==> src/rtl/clk_div_meas.sv <==
// clk_div_meas: measures high/low/period of an asynchronous monitored clock in clk_i cycles,
// with period-lock detection and stall detection on a saturated level counter.
module clk_div_meas #(
    parameter int CNT_WIDTH   = 8,
    parameter int SYNC_STAGES = 2,
    parameter int LOCK_COUNT  = 4
) (
    input  logic                 clk_i,
    input  logic                 arst_ni,
    input  logic                 en_i,
    input  logic                 mon_clk_i,
    output logic [CNT_WIDTH-1:0] high_o,
    output logic [CNT_WIDTH-1:0] low_o,
    output logic [CNT_WIDTH:0]   period_o,
    output logic                 valid_o,
    output logic                 locked_o,
    output logic                 stall_o
);
    localparam int MW = $clog2(LOCK_COUNT + 1);
    localparam logic [CNT_WIDTH-1:0] CNT_MAX = '1;
    localparam logic [CNT_WIDTH-1:0] CNT_ONE = CNT_WIDTH'(1);
    localparam logic [MW-1:0] LOCK_N = MW'(LOCK_COUNT);

    typedef enum logic [2:0] {IDLE, ARM, SYNC, HIGH, LOW} state_e;

    state_e                 state_q;
    logic [SYNC_STAGES-1:0] sync_q;
    logic                   s_q;
    logic [CNT_WIDTH-1:0]   cnt_q, high_cap_q;
    logic [CNT_WIDTH:0]     prev_q, period_d;
    logic [MW-1:0]          match_q, match_d;
    logic                   have_prev_q;
    logic                   s, rise, fall, edge_hit, sat;

    assign s        = sync_q[SYNC_STAGES-1];
    assign rise     = s & ~s_q;
    assign fall     = ~s & s_q;
    assign edge_hit = (state_q == HIGH) ? fall : rise;
    assign sat      = cnt_q == CNT_MAX;
    assign period_d = {1'b0, high_cap_q} + {1'b0, cnt_q};

    // The first measurement after ARM has nothing to compare against.
    always_comb begin
        match_d = !have_prev_q          ? '0 :
                  (period_d != prev_q)  ? '0 :
                  (match_q == LOCK_N)   ? match_q : match_q + 1'b1;
    end

    always_ff @(posedge clk_i) begin
        if (!arst_ni) begin
            state_q     <= IDLE;
            sync_q      <= '0;
            s_q         <= 1'b0;
            cnt_q       <= '0;
            high_cap_q  <= '0;
            prev_q      <= '0;
            match_q     <= '0;
            have_prev_q <= 1'b0;
            high_o      <= '0;
            low_o       <= '0;
            period_o    <= '0;
            valid_o     <= 1'b0;
            locked_o    <= 1'b0;
            stall_o     <= 1'b0;
        end else begin
            sync_q  <= {sync_q[SYNC_STAGES-2:0], mon_clk_i};
            s_q     <= s;
            valid_o <= 1'b0;
            if (!en_i) begin
                state_q  <= IDLE;
                cnt_q    <= '0;
                match_q  <= '0;
                locked_o <= 1'b0;
                stall_o  <= 1'b0;
            end else begin
                unique case (state_q)
                    IDLE: begin
                        state_q     <= ARM;
                        have_prev_q <= 1'b0;
                    end
                    ARM: if (fall) state_q <= SYNC;
                    SYNC: if (rise) begin
                        cnt_q   <= CNT_ONE;
                        state_q <= HIGH;
                    end
                    HIGH, LOW: begin
                        if (edge_hit && state_q == HIGH) begin
                            high_cap_q <= cnt_q;
                            cnt_q      <= CNT_ONE;
                            state_q    <= LOW;
                        end else if (edge_hit) begin
                            high_o      <= high_cap_q;
                            low_o       <= cnt_q;
                            period_o    <= period_d;
                            valid_o     <= 1'b1;
                            stall_o     <= 1'b0;
                            prev_q      <= period_d;
                            have_prev_q <= 1'b1;
                            match_q     <= match_d;
                            locked_o    <= match_d == LOCK_N;
                            cnt_q       <= CNT_ONE;
                            state_q     <= HIGH;
                        end else if (sat) begin
                            stall_o     <= 1'b1;
                            locked_o    <= 1'b0;
                            match_q     <= '0;
                            have_prev_q <= 1'b0;
                            state_q     <= ARM;
                        end else begin
                            cnt_q <= cnt_q + 1'b1;
                        end
                    end
                    default: state_q <= IDLE;
                endcase
            end
        end
    end
endmodule

==> config.mk <==
export PLATFORM = sky130hd
export DESIGN_NAME = clk_div_meas
export DESIGN_NICKNAME = d
export VERILOG_FILES = /design/src/rtl/clk_div_meas.sv
export SDC_FILE = /design/constraint.sdc
export NUM_CORES = 1
export LEC_CHECK = 0
export BUFFER_PORTS_ARGS = -buffer_cell sky130_fd_sc_hd__buf_2
export CAP_MARGIN = 20
export CORE_ASPECT_RATIO = 0.8
export CORE_MARGIN = 2
export CORE_UTILIZATION = 60
export CTS_CLUSTER_SIZE = 12
export DETAILED_ROUTE_END_ITERATION = 12
export PLACE_DENSITY = 0.89
export SYNTH_ARGS = -nofsm -noshare
export SYNTH_HDL_FRONTEND = slang
export SYNTH_SLANG_ARGS = --single-unit
export TNS_END_PERCENT = 5
==> constraint.sdc <==
create_clock -name clk_i -period 7.5 [get_ports clk_i]
set_input_delay 0.375 -clock clk_i [delete_from_list [all_inputs] [get_ports clk_i]]
set_output_delay 0.375 -clock clk_i [all_outputs]
set_load 0.01 [all_outputs]
### Word-level counts from Yosys, hierarchy flattened

Cells that the tools add are included.

| word-level totals | value |
|---|---|
| logic and storage cells | 77 |
| input port bits | 4 |
| output and inout port bits | 28 |
| register bits after elaboration | 54 |

| cells by class | value |
|---|---|
| $add $sub $neg | 3 |
| equal/unequal tests | 14 |
| reduce and logical (&&, ||, !) cells | 14 |
| muxes and demuxes | 25 |
| bitwise operators | 8 |

Operators by type and width:

| cell | count |
|---|---|
| 2-to-1 mux 8 bit | 4 |
| 2-to-1 mux 3 bit | 10 |
| one-hot mux 8 bit (2 select lines) | 1 |
| one-hot mux 3 bit (4 select lines) | 1 |
| AND reduction 3 bit | 4 |
| adder 8 x 8 -> 9 bit | 1 |
| equality test 3 bit, second input constant | 3 |
| inequality test 9 bit | 1 |
| adder 8 x 1 -> 8 bit, second input constant | 1 |
| equality test 8 bit, second input constant | 1 |
| 2-to-1 mux 1 bit | 8 |
| inequality test 4 bit, second input constant | 2 |
| AND reduction 4 bit | 2 |
| equality test 3 x 2 -> 1 bit, second input constant | 2 |
| inequality test 2 bit, second input constant | 3 |
| inverter 1 bit | 6 |
| nonzero test 2 bit | 3 |
| OR reduction 4 bit | 1 |
| adder 3 x 1 -> 3 bit, second input constant | 1 |
| equality test 3 x 1 -> 1 bit, second input constant | 1 |
| zero test 3 bit | 1 |
| inequality test 3 bit, second input constant | 1 |
| AND 1 bit | 2 |
| one-hot mux 1 bit (2 select lines) | 1 |
| other kinds (3) | 3 |

### Depth between registers and ports, before layout

| depth | value |
|---|---|
| word-level depth | 6 |
| depth in mapped cells | 8 |
| gate-level depth less buffers | 8 |

### Least setup slack after synthesis

Ideal clock, no wire load.

| timing path | value |
|---|---|
| path type | reg-to-reg |
| start point | reg cnt_q[0] |
| end point | reg locked_o |
| setup slack | 4.975 ns |
| setup time | 0.096 ns |
| arrival time | 2.429 ns |
| data required time | 7.404 ns |
| stages on the path, launching flop included | 9 |
| buffers on the path | 0 |
| cell sequence | dfxtp_1 ha_1 fa_1 a211oi_2 nor2_1 a221o_2 a2111oi_4 nand3_2 o41ai_2 |

| between the ends | value |
|---|---|
| longest elaborated chain between the ends | 6 |
| elaborated cells between the ends (all ways) | 9 |
| classes of those cells | 1 x add/sub; 3 x eq/ne; 3 x mux; 2 x reduce/logical |

Ends and longest elaborated chain:

| item | line | RTL |
|---|---|---|
| start: declaration | 29 | `logic [CNT_WIDTH-1:0] cnt_q, high_cap_q;` |
| start signal: assignment | 110 | `cnt_q <= cnt_q + 1'b1;` |
| adder 8 x 8 -> 9 bit | 40 | `assign period_d = {1'b0, high_cap_q} + {1'b0, cnt_q};` |
| inequality test 9 bit | 45 | `(period_d != prev_q) ? '0 :` |
| 2-to-1 mux 3 bit | 45 |  |
| 2-to-1 mux 3 bit | 44 | `match_d = !have_prev_q ? '0 :` |
| equality test 3 bit | 100 | `locked_o <= match_d == LOCK_N;` |
| 2-to-1 mux 1 bit | 91 | `end else if (edge_hit) begin` |
| end signal: assignment | 63 | `locked_o <= 1'b0;` |
| end signal: assignment | 100 |  |
| end signal: assignment | 105 | `locked_o <= 1'b0;` |
| end: declaration | 16 | `output logic locked_o,` |

Several ways; a longest one is shown, not always the timed one.
A chain may end at the register's enable or synchronous reset.

### Worst setup path after layout

Same ends and word-level chain as after synthesis.

==> flow_metrics.tcl <==
set metrics [dict create \
    achievable-frequency_mhz 354 \
    status "finished, final reports clean" \
    register_area_um2 1080 \
    synthesis.area_um2 3140 \
    rsz0062_at_grt "no" \
    synth_top_area_share_pct 34.4 \
    cts_bufs_inserted 5 \
    placeableCoreArea_um2 5040 \
    netlist_top_cells_area "sky130_fd_sc_hd__dfxtp_1 (34%), sky130_fd_sc_hd__nand2_1 (7.4%), sky130_fd_sc_hd__ha_1 (4.4%)" \
    io_count 32 \
    cts_tree "yes" \
    io_buffers 31 \
    final.setup_skew_ps 13.8 \
    cts_resized 0 \
    hpwlAfterDp_um 5190 \
    insertedDiodeCount 0 \
    areaGrowthSynthToFinish_pct 6.78 \
    postRouteWirelength_um 7340 \
    max_slew_margin_pct 36.1 \
    h_tree_level_count 2 \
    timing.critical_path.from_type "register" \
    avgRoutedWirePerCell_um 16.2 \
    yosys_warnings 0 \
    worst_skew_pair_latency_ps 320 \
    floorplan.die_area_um2 5830 \
    cp.arrival_ps 3060 \
    power_leakage_uw 0.00132 \
    finalHoldWorstSlack_ps 255 \
    synth_top_area_cell "sky130_fd_sc_hd__dfxtp_1" \
    route.detailed.vias_per_inst 6.21 \
    area_occupied_by_multi_input_gates_um2 1920 \
    synth_commonest_cells "sky130_fd_sc_hd__nand2_1 (62), sky130_fd_sc_hd__dfxtp_1 (54), sky130_fd_sc_hd__nor2_1 (26), sky130_fd_sc_hd__a21oi_1 (21), sky130_fd_sc_hd__a21boi_0 (17)" \
    timing_max_transition_violations_final 0 \
    cts_root_buf "sky130_fd_sc_hd__clkbuf_8" \
    route.detailed.drc 0 \
    synth_edf_count 0 \
    average_footprint_of_a_synthesized_cell_um2 8.35 \
    timing.critical_path.fanout_max 8 \
    yosysSeqAreaShare_pct 34.4 \
    r2r_start "cnt_q[0]" \
    finalSetupTns_ps 0 \
    critical_path_required_ps 7730 \
    grt_max_degree 41 \
    max_slew.worst_pin.slew_ps 957 \
    cts.reportedPaths.clkPinSlew_ps 100 \
    most_numerous_cell_in_the_yosys_netlist "sky130_fd_sc_hd__nand2_1" \
    detailedRoute.firstIterationViolations 294 \
    period_minus_slack_ps 2830 \
    report.final.hold_viol_count 0 \
    first_global_vias 2509 \
    first_pass_grt_wire_length_um 12200 \
    antenna_violations_before_repair 0 \
    async_reset_ff_share_pct 0 \
    die_h_um 68.7 \
    hold_buffers 0 \
    drt_pre_antenna_iters 5 \
    drive_above_1_share_pct 15.3 \
    net_count_after_synthesis 392 \
    fp-row-count 23 \
    grt.total_usage_pct 26.4 \
    peakVddDrop_v 0.000135 \
    cts.sinks 54 \
    initial_core_util_pct 62.3 \
    postSynthRegisterBits 54 \
    final_min_period_over_clock_period_pct 37.7 \
    min-delay-start "mon_clk_i" \
    nFillCells 430 \
    antenna_violating_nets_post_route 0 \
    critical_path_class "register to register" \
    postCtsSetupBuffers 0 \
    total_power_consumption_uw 477 \
    holdCritPathClass "primary input to register" \
    timing.critical_path.from "cnt_q[0]" \
    cts-root-to-sink-buffers 2 \
    synth_top_flop_cell "sky130_fd_sc_hd__dfxtp_1" \
    max_cap_viol_count 0 \
    route.vias.total 2819 \
    grt_overflow_total 0 \
    gp_congestion 0.954 \
    powerDensity_nw_per_um2 142 \
    end_kind "register" \
    synth_cell_types 64 \
    die_w_um 84.9 \
    finalNetCount 407 \
    synthesis.instances 376 \
    finalSetupViolations 0 \
]
final timing paths:
check / endpoint / slack, ps / depth (start not counted)
setup / recovery: locked_o / 4670 / 8
hold / removal: sync_q[0] / 260 / 2
hold reg to reg: sync_q[1] / 460 / 1
setup reg to reg: locked_o / 4670 / 8
cell usage in the layout (no fill, tap or decap), types with 10 or more instances in the layout:
| master | n |
|---|---|
| sky130_fd_sc_hd__buf_2 | 31 |
| sky130_fd_sc_hd__mux2i_1 | 10 |
| sky130_fd_sc_hd__a21boi_0 | 17 |
| sky130_fd_sc_hd__nor2_1 | 26 |
| sky130_fd_sc_hd__ha_1 | 11 |
| sky130_fd_sc_hd__nand2_1 | 62 |
| sky130_fd_sc_hd__a21oi_1 | 21 |
| sky130_fd_sc_hd__o21ai_0 | 12 |
| sky130_fd_sc_hd__dfxtp_1 | 54 |
| sky130_fd_sc_hd__nor2b_1 | 13 |
registers in the layout, indices dropped and copies added (netlist names), 2 cells and up:
signal / flops
prev_q: 9
high_cap_q: 8
match_q: 3
cnt_q: 8
state_q: 3
sync_q: 2
low_o: 8
high_o: 8
critical path, stage by stage (launching register included):
cell and delay [ps]:
sky130_fd_sc_hd__dfxtp_1 400, sky130_fd_sc_hd__ha_1 290, sky130_fd_sc_hd__fa_1 490, sky130_fd_sc_hd__a211oi_2 280
sky130_fd_sc_hd__nor2_1 110, sky130_fd_sc_hd__a221o_2 420, sky130_fd_sc_hd__a2111oi_4 280, sky130_fd_sc_hd__nand3_2 170
sky130_fd_sc_hd__o41ai_2 280
through the flow:
stage / setup slack [ps] / utilization (%) / std cells / area (um^2)
global placement: 4850 / 64.6 / 446 / 3250
global route: 4480 / 66.5 / 454 / 3350
detailed placement: 4730 / 64.6 / 446 / 3250
floorplan: 4980 / - / 376 / 3140
CTS: 4670 / 66.5 / 454 / 3350
finish: 4670 / 66.5 / 454 / 3350
cell type report:
class / count / share of cell area, %
Multi-Input combinational cell: 294 / 57.2
Sequential cell: 54 / 32.3
Timing Repair Buffer: 32 / 4.85
Tap cell: 62 / 2.32
Clock buffer: 5 / 2.05
Clock inverter: 3 / 0.859
Inverter: 4 / 0.448
logic make-up (layout without fill, tap and decap cells):
group           count (synthesis)  count (layout)  synth area share [%]
fa+ha+maj                      12              12                  5.02
xor+xnor                       15              15                  4.19
buf+inv                        28              44                  4.47
compound gates                 95              95                  22.3
mux                            10              10                  3.19
flops                          54              54                  34.4
simple gates                  162             162                  26.4
layer usage:
| metal | global-route usage, % | routed length [um] | vias to the layer above |
|---|---|---|---|
| met5 | 0 | 0 | - |
| met4 | 7.54 | 99 | 0 |
| met3 | 5.71 | 639 | 15 |
| met2 | 42.2 | 3210 | 130 |
| met1 | 36.4 | 3390 | 1317 |
| li1 | - | - | 1357 |
report_power, final:
group	switching (uW)	internal, uW	leakage [uW]
registers	1.17	288	0.000435
clock network	108	69.4	0.0000502
logic	6.85	4.45	0.000837
(Power assumes the default switching activity.)
